## config.mk

```make
export PLATFORM = sky130hd
export DESIGN_NAME = seg7_ascii_decoder
export DESIGN_NICKNAME = d
export VERILOG_FILES = /design/src/rtl/seg7_pkg.sv /design/src/rtl/seg7_to_ascii.sv /design/src/rtl/seg7_ascii_decoder.sv
export SDC_FILE = /design/constraint.sdc
export NUM_CORES = 1
export LEC_CHECK = 0
export ABC_AREA = 1
export CAP_MARGIN = 40
export CORE_MARGIN = 5
export CORE_UTILIZATION = 50
export DETAILED_ROUTE_END_ITERATION = 10
export PLACE_DENSITY = 0.78
export SLEW_MARGIN = 40
export SYNTH_ARGS = -nofsm -noshare
export SYNTH_HDL_FRONTEND = slang
export SYNTH_SLANG_ARGS = --single-unit
```

## constraint.sdc

```tcl
create_clock -name clk -period 3.8 [get_ports clk]
set_input_delay 1.14 -clock clk [delete_from_list [all_inputs] [get_ports clk]]
set_output_delay 1.14 -clock clk [all_outputs]
set_load 0.02 [all_outputs]
```

## src/rtl/seg7_pkg.sv

```systemverilog
// Shared constants for the 7-segment display paths: segment bit positions,
// the blank glyph, the unknown-character code and the decoder state enum.
package seg7_pkg;

    localparam int SEG_A = 0;
    localparam int SEG_B = 1;
    localparam int SEG_C = 2;
    localparam int SEG_D = 3;
    localparam int SEG_E = 4;
    localparam int SEG_F = 5;
    localparam int SEG_G = 6;

    localparam logic [6:0] SEG_BLANK     = 7'h7F;
    localparam logic [7:0] ASCII_UNKNOWN = 8'h3F;

    typedef enum logic {
        FILL = 1'b0,
        FULL = 1'b1
    } state_t;

endpackage

```

## src/rtl/seg7_to_ascii.sv

```systemverilog
// Combinational glyph-to-ASCII lookup for active-low segment codes.
// Glyphs shared by a letter and a digit are resolved by num_mode.
module seg7_to_ascii
    import seg7_pkg::*;
(
    input  logic [6:0] seg_code,
    input  logic       num_mode,
    output logic [7:0] ascii,
    output logic       unknown
);

    always_comb begin
        ascii   = ASCII_UNKNOWN;
        unknown = 1'b0;
        case (seg_code)
            7'h08:     ascii = 8'h41;
            7'h03:     ascii = 8'h42;
            7'h46:     ascii = 8'h43;
            7'h21:     ascii = 8'h44;
            7'h06:     ascii = 8'h45;
            7'h0E:     ascii = 8'h46;
            7'h61:     ascii = 8'h4A;
            7'h47:     ascii = 8'h4C;
            7'h6A:     ascii = 8'h4D;
            7'h2B:     ascii = 8'h4E;
            7'h0C:     ascii = 8'h50;
            7'h18:     ascii = 8'h51;
            7'h2F:     ascii = 8'h52;
            7'h07:     ascii = 8'h54;
            7'h41:     ascii = 8'h55;
            7'h63:     ascii = 8'h56;
            7'h55:     ascii = 8'h57;
            7'h11:     ascii = 8'h59;
            // H, K and X cannot be told apart on a 7-segment panel
            7'h09:     ascii = 8'h48;
            7'h79:     ascii = 8'h31;
            7'h19:     ascii = 8'h34;
            7'h02:     ascii = 8'h36;
            7'h78:     ascii = 8'h37;
            7'h00:     ascii = 8'h38;
            SEG_BLANK: ascii = 8'h20;
            7'h40:     ascii = num_mode ? 8'h30 : 8'h4F;
            7'h24:     ascii = num_mode ? 8'h32 : 8'h5A;
            7'h30:     ascii = num_mode ? 8'h33 : 8'h49;
            7'h12:     ascii = num_mode ? 8'h35 : 8'h53;
            7'h10:     ascii = num_mode ? 8'h39 : 8'h47;
            default:   unknown = 1'b1;
        endcase
    end

endmodule

```

## src/rtl/seg7_ascii_decoder.sv

```systemverilog
// Collects MSG_LEN decoded glyphs into one message word (first char in the
// top byte) and hands it downstream on a valid/ready handshake.
module seg7_ascii_decoder
    import seg7_pkg::*;
#(
    parameter int MSG_LEN = 5
) (
    input  logic                   clk,
    input  logic                   reset,
    input  logic                   seg_valid,
    output logic                   seg_ready,
    input  logic [6:0]             seg_code,
    input  logic                   num_mode,
    input  logic                   flush,
    output logic                   msg_valid,
    input  logic                   msg_ready,
    output logic [8*MSG_LEN-1:0]   msg_data,
    output logic                   msg_err
);

    localparam int CW = (MSG_LEN > 1) ? $clog2(MSG_LEN) : 1;

    state_t          state;
    logic [CW-1:0]   cnt;
    logic [7:0]      ascii;
    logic            unknown;

    seg7_to_ascii u_lookup (
        .seg_code (seg_code),
        .num_mode (num_mode),
        .ascii    (ascii),
        .unknown  (unknown)
    );

    // Handshake flags come straight from the state register, so msg_ready
    // never reaches seg_ready combinationally.
    assign seg_ready = (state == FILL);
    assign msg_valid = (state == FULL);

    always_ff @(posedge clk or posedge reset) begin
        if (reset) begin
            state    <= FILL;
            cnt      <= '0;
            msg_data <= '0;
            msg_err  <= 1'b0;
        end else begin
            case (state)
                FILL: begin
                    if (flush) begin
                        cnt      <= '0;
                        msg_data <= '0;
                        msg_err  <= 1'b0;
                    end else if (seg_valid) begin
                        msg_data[8*(MSG_LEN-1-int'(cnt)) +: 8] <= ascii;
                        msg_err <= msg_err | unknown;
                        if (cnt == CW'(MSG_LEN-1)) begin
                            state <= FULL;
                            cnt   <= '0;
                        end else begin
                            cnt <= cnt + CW'(1);
                        end
                    end
                end
                FULL: begin
                    if (msg_ready) begin
                        state    <= FILL;
                        msg_data <= '0;
                        msg_err  <= 1'b0;
                    end
                end
                default: state <= FILL;
            endcase
        end
    end

endmodule

```

==> results.py, run 1 <==
metrics = {
    "timing": {
        "rsz0062_at_grt": "false",
        "slew_headroom": 0.508,
        "finalSetupViolCount": 0,
        "finalHoldViolations": 0,
        "fmax_mhz": 305,
        "worst-slew-pin-transition_ps": 735,
        "fin_ws_ps": 526,
        "drv_slew": 0,
        "period_share": 0.862,
        "tns_ps": 0,
        "finClkSkew_ps": 8.04,
        "period_needed_ps": 3270,
    },
    "clock_network": {
        "clock-sinks": 40,
        "cts_buffers": 5,
        "clockBufferDepth": 2,
        "ctsResizeCount": 0,
        "path_clk_slew_ps": 90,
        "post_cts_buffers": 0,
        "cts-htree-levels": 2,
        "hold_buffers": 0,
        "clock_latency_ps": 310,
        "clockRootBuffer": "clkbuf_8",
        "cts_tree": "done",
    },
    "global_routing": {
        "grt_pass1_vias": 2874,
        "grt-ovfl-total": 0,
        "gr-max-usage-layer": "met2",
        "antenna_found_initial": 0,
        "gr-usage-met2": 0.375,
        "globalRouteMet1Util": 0.303,
        "grt_pass1_wl_um": 13500,
        "grt_max_degree": 41,
        "grtUsageTotal": 0.228,
        "use_met3": 0.0447,
    },
    "die": {
        "initial_core_util": 0.514,
        "die_h_um": 85.3,
        "die_area_mm2": 0.00727,
        "coreArea_mm2": 0.00551,
        "die_w_um": 85.3,
        "io_pins": 56,
        "num_rows": 27,
    },
    "synthesis": {
        "synth-xor-area-share": 0.00618,
        "avgSynthCellArea_um2": 6.31,
        "synthMuxAreaShare": 0,
        "syn-instance-count": 449,
        "synth_seq_cells": 40,
        "synth_enable_flop_cells": 0,
        "synth_compound_area_frac": 0.0353,
        "synth_simple_gate_area_frac": 0.489,
        "ys.flop_type": "dfrtp_1",
        "synth_area_mm2": 0.00283,
        "synth-adder-area-share": 0.0309,
        "ys_seq_area_frac": 0.353,
        "yosysWarnings": 0,
        "yosysUniqueCellTypes": 27,
        "synth_top_family_by_area": "simple AND/OR/NAND/NOR gates",
        "async_flop_share": 1.00,
    },
    "route": {
        "ant_nets": 0,
        "vias": 3018,
        "firstDrtPassIters": 5,
        "wirelength_um": 7960,
        "routedWlPerCell_um": 13.9,
        "avgViaCountPerCell": 5.26,
        "drc_errors": 0,
        "drtIter0Drc": 174,
    },
    "placement": {
        "hpwl_um": 6330,
        "place_congestion": 0.907,
        "io_buffer_count": 50,
        "dp.cells": 566,
        "post-place-ws_ps": 575,
    },
    "worst_setup_path": {
        "critPathKind": "register to register",
        "crit_path_end_kind": "register",
        "crit_path_start_kind": "register",
        "cp_max_fo": 8,
        "cp.arrival_ps": 3520,
        "worstPathRequired_ps": 4040,
    },
    "final_layout": {
        "drive_above_1_share": 0.0637,
        "fin_util": 0.634,
        "area_delta_synth_final_pct": 23.2,
        "fill_cells": 504,
        "layout_commonest_cell": "nand2_1",
        "final_cell_mix": "150 x nand2_1, 80 x nor2_1, 67 x nand3_1",
        "multi_input_area_mm2": 0.00161,
        "nets": 521,
        "regArea_mm2": 0.00100,
        "n_antenna_cell": 0,
        "stdcell_count": 574,
    },
    "worst_hold_path": {
        "hp-class": "register to register",
    },
    "power": {
        "cellPowerDensity_mw_per_mm2": 401,
        "ir_drop_mv": 0.244,
        "total_leakage_power_nw": 1.88,
    },
    "job": {
        "cap_violations": 0,
    },
    "outcome": {
        "outcome": "complete, no violations",
    },
}
[layer usage]
| metal | part of all wire | vias to the layer above |
|---|---|---|
| met3 | 0.071 | 18 |
| met5 | 0 | - |
| met4 | 0.026 | 0 |
| met2 | 0.47 | 120 |
| met1 | 0.43 | 1367 |
| li1 | - | 1513 |
[power by group]
group | switching [mW] | leakage (nW) | internal, mW
combinational | 0.369 | 1.27 | 0.189
clock | 0.170 | 0.0548 | 0.198
sequential | 0.0211 | 0.554 | 0.453
[sequential cells by signal, indices dropped and copies added (netlist names)]
signal	flops
msg_err	1
msg_data	35
msg_valid	1
cnt	3
[synth_stat cells (2+ instances only)]
cell,number,area share
nor3_1,4,0.0071
inv_1,39,0.052
a21oi_1,9,0.016
nor2_2,10,0.022
nand2_1,150,0.20
nand4_1,2,0.0044
nand2_2,7,0.015
o21ai_1,5,0.0088
nor2_1,80,0.11
clkinv_1,2,0.0027
nand3_1,67,0.12
buf_6,2,0.0079
ha_1,7,0.031
clkbuf_1,2,0.0027
inv_2,2,0.0027
dfrtp_1,40,0.35
o21ai_0,6,0.011
buf_4,5,0.013
buf_2,2,0.0035
[final timing paths]
check                             start           end  depth (start not counted)  slack [ps]
setup / recovery                 cnt[0]  msg_data[38]                         13         530
hold / removal             msg_data[13]  msg_data[13]                          2         490
setup reg to reg                 cnt[0]  msg_data[38]                         13         530
hold reg to reg            msg_data[13]  msg_data[13]                          2         490
max in group asynchronous         reset   msg_data[1]                          3        2180
min in group asynchronous         reset        cnt[1]                          3        1250
[metrics by stage]
stage                     hold slack [ps]  area (um^2)  power, mW
after floorplan                       532         2850      0.876
after global placement                464         3380       1.02
after detailed placement              466         3380       1.04
after CTS                             489         3490       1.39
after global routing                  504         3490       1.49
final                                 489         3490       1.40
[critical path: stages, from the launching register on]
cell	delay [ps]
dfrtp_1	470
inv_1	130
ha_1	270
ha_1	330
inv_1	100
nand3_1	100
ha_1	300
nor3_1	220
nand4_1	130
nor2_1	210
nand3b_2	240
nor2_1	430
nand3_1	170
nand2_1	100
[area by class of cell]
cell class | instances | share of cell area
clock buffer | 5 | 0.0197
clock inverter | 3 | 0.0133
inverter | 43 | 0.0462
multi-input combinational | 359 | 0.461
sequential | 40 | 0.287
tap | 72 | 0.0258
timing repair buffer | 52 | 0.148
[logic make-up after synthesis]
group                      count (synthesis)
AOI/OAI and AO/OA                         20
xor gates and xnor gates                   2
adders and majority gates                  7
buffers and inverters                     54
DFF                                       40
other                                      1
and+or+nand+nor                          325
No activity file was read; power rests on OpenSTA's default activity.
==> run 2, diff against run 1 <==
- clock period: 3.8 -> 3.5 ns (I/O delays scaled with it)
==> results.py, run 2 (synthesis gave the netlist of run 1 again) <==
metrics = {
    "outcome": {
        "outcome": "complete, no violations",
    },
    "clock_network": {
        "cts-htree-levels": 2,
        "clock-sinks": 40,
        "clock_latency_ps": 310,
        "clockRootBuffer": "clkbuf_8",
        "clockBufferDepth": 2,
        "hold_buffers": 0,
        "cts_tree": "done",
        "cts_buffers": 5,
        "path_clk_slew_ps": 90,
    },
    "worst_setup_path": {
        "worstPathRequired_ps": 3740,
        "crit_buf_inv": 2,
        "crit_path_start_kind": "register",
        "crit_path_top_delay_cell": "dfrtp_1",
        "cp_cell_sequence": "inv_1, ha_1, ha_1, inv_1, nand3_1, ha_1, nor3_1, nand4_1, nor2_1, nand3b_2, nor2_2, nand3_1, nand2_1",
        "critPathKind": "register to register",
        "critPathMaxStageDelay_ps": 480,
        "cpMostUsedCell": "ha_1",
        "crit_path_end_kind": "register",
        "cp.arrival_ps": 3320,
        "cp_max_fo": 8,
        "crit_family": "simple AND/OR/NAND/NOR gates",
    },
    "final_layout": {
        "largest_reg_flops": 35,
        "fill_cells": 532,
        "drive_above_1_share": 0.0713,
        "nets": 524,
        "multi_input_area_mm2": 0.00161,
        "final_area_mm2": 0.00352,
        "area_delta_synth_final_pct": 24.1,
        "n_antenna_cell": 0,
        "layout_commonest_cell": "nand2_1",
        "regArea_mm2": 0.00100,
        "largest-register": "msg_data",
        "reg.largest.list": "msg_data: 35 flops, cnt: 3 flops",
        "final_cell_mix": "150 x nand2_1, 79 x nor2_1, 67 x nand3_1",
    },
    "route": {
        "drtIter0Drc": 184,
        "avgViaCountPerCell": 5.18,
        "firstDrtPassIters": 5,
        "wirelength_um": 8000,
        "ant_nets": 0,
        "routedWlPerCell_um": 13.9,
        "drc_errors": 0,
        "vias": 2990,
    },
    "timing": {
        "tns_ps": 0,
        "finalHoldViolations": 0,
        "period_needed_ps": 3080,
        "drv_slew": 0,
        "hold_slack_ps": 485,
        "period_share": 0.879,
        "finClkSkew_ps": 7.06,
        "rsz0062_at_grt": "false",
        "finalSetupViolCount": 0,
        "slew_headroom": 0.561,
        "worst-slew-pin-transition_ps": 657,
        "fmax_mhz": 325,
    },
    "job": {
        "cap_violations": 0,
    },
    "placement": {
        "hpwl_um": 6220,
        "place_congestion": 0.959,
        "placed_cell_area_mm2": 0.00340,
        "io_buffer_count": 50,
    },
    "global_routing": {
        "grt_pass1_vias": 2819,
        "antenna_found_initial": 0,
        "grt-ovfl-total": 0,
        "grtUsageTotal": 0.228,
        "grt_pass1_wl_um": 13500,
        "grt_max_degree": 41,
    },
    "die": {
        "die_w_um": 85.3,
        "coreArea_mm2": 0.00551,
        "die_h_um": 85.3,
        "initial_core_util": 0.514,
        "die_area_mm2": 0.00727,
        "io_pins": 56,
        "num_rows": 27,
    },
    "power": {
        "ir_drop_mv": 0.217,
        "total_leakage_power_nw": 1.89,
        "cellPowerDensity_mw_per_mm2": 435,
    },
    "worst_hold_path": {
        "hp-class": "register to register",
    },
}
==> run 2: changes by cell type in the layout (fill, tap and decap cells not counted), sizes merged <==
cell  change
buf       +3
==> run 2: layout make-up <==
| type | count | share of cell area |
|---|---|---|
| inverters | 43 | 0.0459 |
| flip-flops and latches | 40 | 0.285 |
| clock inverters | 3 | 0.0132 |
| clock buffers | 5 | 0.0196 |
| repair buffers | 55 | 0.153 |
| multi-input cells | 359 | 0.458 |
| well taps | 72 | 0.0256 |
==> run 2: path summary, 6_finish.rpt <==
path / cells after the start / end / startpoint / slack (ps)
min: 2 / msg_data[26] / msg_data[26] / 480
min in group asynchronous: 3 / cnt[1] / reset / 1160
max in group asynchronous: 3 / msg_data[21] / reset / 1970
min reg2reg: 2 / msg_data[26] / msg_data[26] / 480
max reg2reg: 13 / msg_data[36] / cnt[0] / 420
max: 13 / msg_data[36] / cnt[0] / 420
==> run 2: layer usage <==
| metal | routed length, um | up-vias | part of all wire | global-route usage |
|---|---|---|---|---|
| li1 | - | 1516 | - | - |
| met1 | 3590 | 1382 | 0.45 | 0.304 |
| met2 | 3890 | 82 | 0.49 | 0.383 |
| met3 | 443 | 10 | 0.055 | 0.0388 |
| met4 | 80 | 0 | 0.010 | 0.0547 |
| met5 | 0 | - | 0 | 0 |
==> run 2: worst register-to-register path: stages, from the launching register on <==
cell      delay, ps
dfrtp_1         480
inv_1           140
ha_1            260
ha_1            310
inv_1           100
nand3_1          90
ha_1            310
nor3_1          270
nand4_1         130
nor2_1          190
nand3b_2        230
nor2_2          300
nand3_1         120
nand2_1          80
==> run 2: per-stage QoR <==
stage | setup WS, ps | power (mW) | utilization | std cells
detailed placement | 334 | 1.13 | 0.617 | 569
global placement | 453 | 1.12 | 0.617 | 569
global route | 145 | 1.63 | 0.638 | 577
finish | 424 | 1.53 | 0.638 | 577
floorplan | 835 | 0.951 | - | 453
CTS | 314 | 1.53 | 0.638 | 577
==> run 2: where the power goes <==
part	leakage [nW]	switching [mW]	internal [mW]
combinational	1.28	0.405	0.214
clock	0.0548	0.180	0.215
sequential	0.554	0.0237	0.492
==> run 2: repair_timing <==
item / in CTS / in global routing
endpoints found under the setup margin: 0 / 2
setup buffers: 0 / 0
resized for setup: 0 / 1
==> run 3, diff against run 2 <==
- PLACE_DENSITY: 0.78 -> 0.76
- SLEW_MARGIN: 40 -> 20
- SYNTH_HIERARCHICAL: unset -> 1
==> results.py, run 3 <==
metrics = {
    "synthesis": {
        "synth_compound_area_frac": 0.0361,
        "yosysWarnings": 6,
        "synth_common_cells": "197 x nand2_1, 98 x nor2_1, 50 x inv_1, 49 x nand3_1, 45 x dfrtp_1",
        "synth-adder-area-share": 0.0264,
        "async_flop_share": 1.00,
        "synth_seq_cells": 45,
        "synth_area_mm2": 0.00332,
        "yosys.area.top_type": "dfrtp_1",
        "synth-xor-area-share": 0.00527,
        "synth_simple_gate_area_frac": 0.512,
        "synth_nets": 549,
        "ys_seq_area_frac": 0.339,
        "yosysMostFrequentCell": "nand2_1",
        "ys.flop_type": "dfrtp_1",
        "synth_area_leaders": "dfrtp_1 34%, nand2_1 22%, nor2_1 11%, nand3_1 7.4%, inv_1 5.6%",
        "synth_top_cell_area_share": 0.339,
        "syn-instance-count": 529,
        "yosysUniqueCellTypes": 32,
        "synthMuxAreaShare": 0,
        "synth_enable_flop_cells": 0,
        "avgSynthCellArea_um2": 6.28,
        "synth_top_family_by_area": "simple AND/OR/NAND/NOR gates",
    },
    "die": {
        "initial_core_util": 0.517,
        "num_rows": 29,
        "die_area_mm2": 0.00838,
        "die_h_um": 91.5,
        "io_pins": 56,
        "die_w_um": 91.5,
        "coreArea_mm2": 0.00642,
    },
    "route": {
        "routedWlPerCell_um": 13.9,
        "wirelength_um": 9260,
        "vias": 3457,
        "ant_nets": 0,
        "avgViaCountPerCell": 5.18,
        "drc_errors": 0,
        "drtIter0Drc": 242,
        "firstDrtPassIters": 5,
    },
    "timing": {
        "slew_headroom": 0.608,
        "period_needed_ps": 3260,
        "finalHoldViolations": 0,
        "rsz0062_at_grt": "false",
        "finClkSkew_ps": 7.60,
        "hold_slack_ps": 486,
        "drv_slew": 0,
        "period_share": 0.930,
        "finalSetupViolCount": 0,
        "tns_ps": 0,
        "worst-slew-pin-transition_ps": 588,
        "fmax_mhz": 307,
    },
    "global_routing": {
        "grt_max_degree": 46,
        "grt-ovfl-total": 0,
        "antenna_found_initial": 0,
        "grt_pass1_vias": 3440,
        "grtUsageTotal": 0.232,
        "grt_pass1_wl_um": 16200,
    },
    "worst_hold_path": {
        "hp-class": "register to register",
        "hold_path.startpoint": "msg_data[21]",
        "holdPathEnd": "msg_data[21]",
        "hold_depth": 2,
    },
    "power": {
        "ir_drop_mv": 0.162,
        "cellPowerDensity_mw_per_mm2": 388,
        "total_leakage_power_nw": 2.15,
        "total_power_mw": 1.57,
    },
    "outcome": {
        "outcome": "complete, no violations",
    },
    "worst_setup_path": {
        "r2r_slack_ps": 460,
        "crit_path_start_kind": "input pin",
        "cp_max_fo": 7,
        "worstPathRequired_ps": 3750,
        "critPathKind": "input pin to register",
        "r2r_end": "msg_data[27]",
        "cp.arrival_ps": 3510,
        "cpMostUsedCell": "nand2_1",
        "crit_path_end_kind": "register",
        "cp_cell_sequence": "clkdlybuf4s50_1, inv_2, nand2_1, nor2_2, nand2_1, nand2_1, nor2_1, nand2_1, nor2_1, nand2_2, nand2_1, inv_1, nor3_1, nand2_1, nor2_1, nand3_1, nand2_1",
        "r2r_cells": 17,
        "critPathMaxStageDelay_ps": 590,
        "crit_path_top_delay_cell": "clkdlybuf4s50_1",
        "r2r-start": "cnt[0]",
    },
    "clock_network": {
        "clockRootBuffer": "clkbuf_8",
        "cts-htree-levels": 2,
        "path_clk_slew_ps": 100,
        "cts_buffers": 5,
        "clockBufferDepth": 2,
        "clock-sinks": 45,
        "ctsResizeCount": 0,
        "cts_tree": "done",
        "post_cts_buffers": 0,
        "clock_latency_ps": 310,
        "hold_buffers": 0,
    },
    "final_layout": {
        "n_antenna_cell": 0,
        "layout_commonest_cell": "nand2_1",
        "reg.largest.list": "msg_data: 40 flops, cnt: 3 flops",
        "largest_reg_flops": 40,
        "drive_above_1_share": 0.0831,
        "multi_input_area_mm2": 0.00194,
        "fill_cells": 627,
        "fin_util": 0.632,
        "nets": 609,
        "largest-register": "msg_data",
        "area_delta_synth_final_pct": 22.1,
        "regArea_mm2": 0.00113,
        "final_cell_mix": "197 x nand2_1, 98 x nor2_1, 55 x clkdlybuf4s50_1",
    },
    "placement": {
        "io_buffer_count": 55,
        "place_congestion": 0.902,
        "hpwl_um": 7340,
    },
    "job": {
        "cap_violations": 0,
    },
}
run 3: cell count changes in the layout (fill, tap and decap cells not counted), sizes merged, moves of 5 or more:
cell,previous run,this run
inv,42,56
nor3,4,17
dfrtp,40,45
nand3,68,49
nor2,90,107
nand2,158,209
clkdlybuf4s50,50,55
run 3: metrics by stage:
stage	instance area [um^2]	worst slack [ps]	std cells
floorplan	3320	601	529
detailed placement	3960	-0.572	659
finish	4060	244	667
global placement	3960	48.2	659
CTS	4050	285	667
global route	4060	16.0	667
run 3: metal layers:
metal  vias up  part of all wire  GRT usage
met5         -                 0          0
met4         0             0.016     0.0791
met3        17             0.056     0.0331
met2       121              0.47      0.383
met1      1560              0.46      0.312
li1       1759                 -          -
run 3: power breakdown:
| part | leakage (nW) | internal [mW] | switching (mW) |
|---|---|---|---|
| sequential | 0.625 | 0.534 | 0.0104 |
| clock | 0.0445 | 0.142 | 0.201 |
| combinational | 1.48 | 0.217 | 0.470 |
| total | 2.15 | 0.894 | 0.681 |
run 3: how the worst max path moves through the flow:
stage / start / end / slack (ps) / depth (start not counted)
after floorplan: cnt[0] / msg_data[24] / 600 / 20
after global placement: seg_code[5] / msg_data[28] / 50 / 17
after detailed placement: seg_code[5] / msg_data[25] / -0.6 / 17
after CTS: seg_code[5] / msg_data[25] / 290 / 17
after global routing: seg_code[5] / msg_data[27] / 20 / 17
final: seg_code[5] / msg_data[25] / 240 / 17
run 3: area by class of cell:
type / instances / share of cell area
Multi-Input combinational cell: 420 / 0.478
Timing Repair Buffer: 61 / 0.147
Sequential cell: 45 / 0.278
Clock inverter: 3 / 0.00524
Inverter: 56 / 0.0518
Tap cell: 77 / 0.0237
Clock buffer: 5 / 0.0170
run 3: critical path, delay by kind of cell:
kind | cells | cell delay, ps
buffers and inverters | 3 | 760
AND/OR/NAND/NOR | 14 | 1710
run 3: logic make-up after synthesis:
family,after synthesis
DFF,45
adders and majority gates,7
AOI/OAI and AO/OA,20
xor gates and xnor gates,2
and+or+nand+nor,390
other,1
buffers and inverters,64
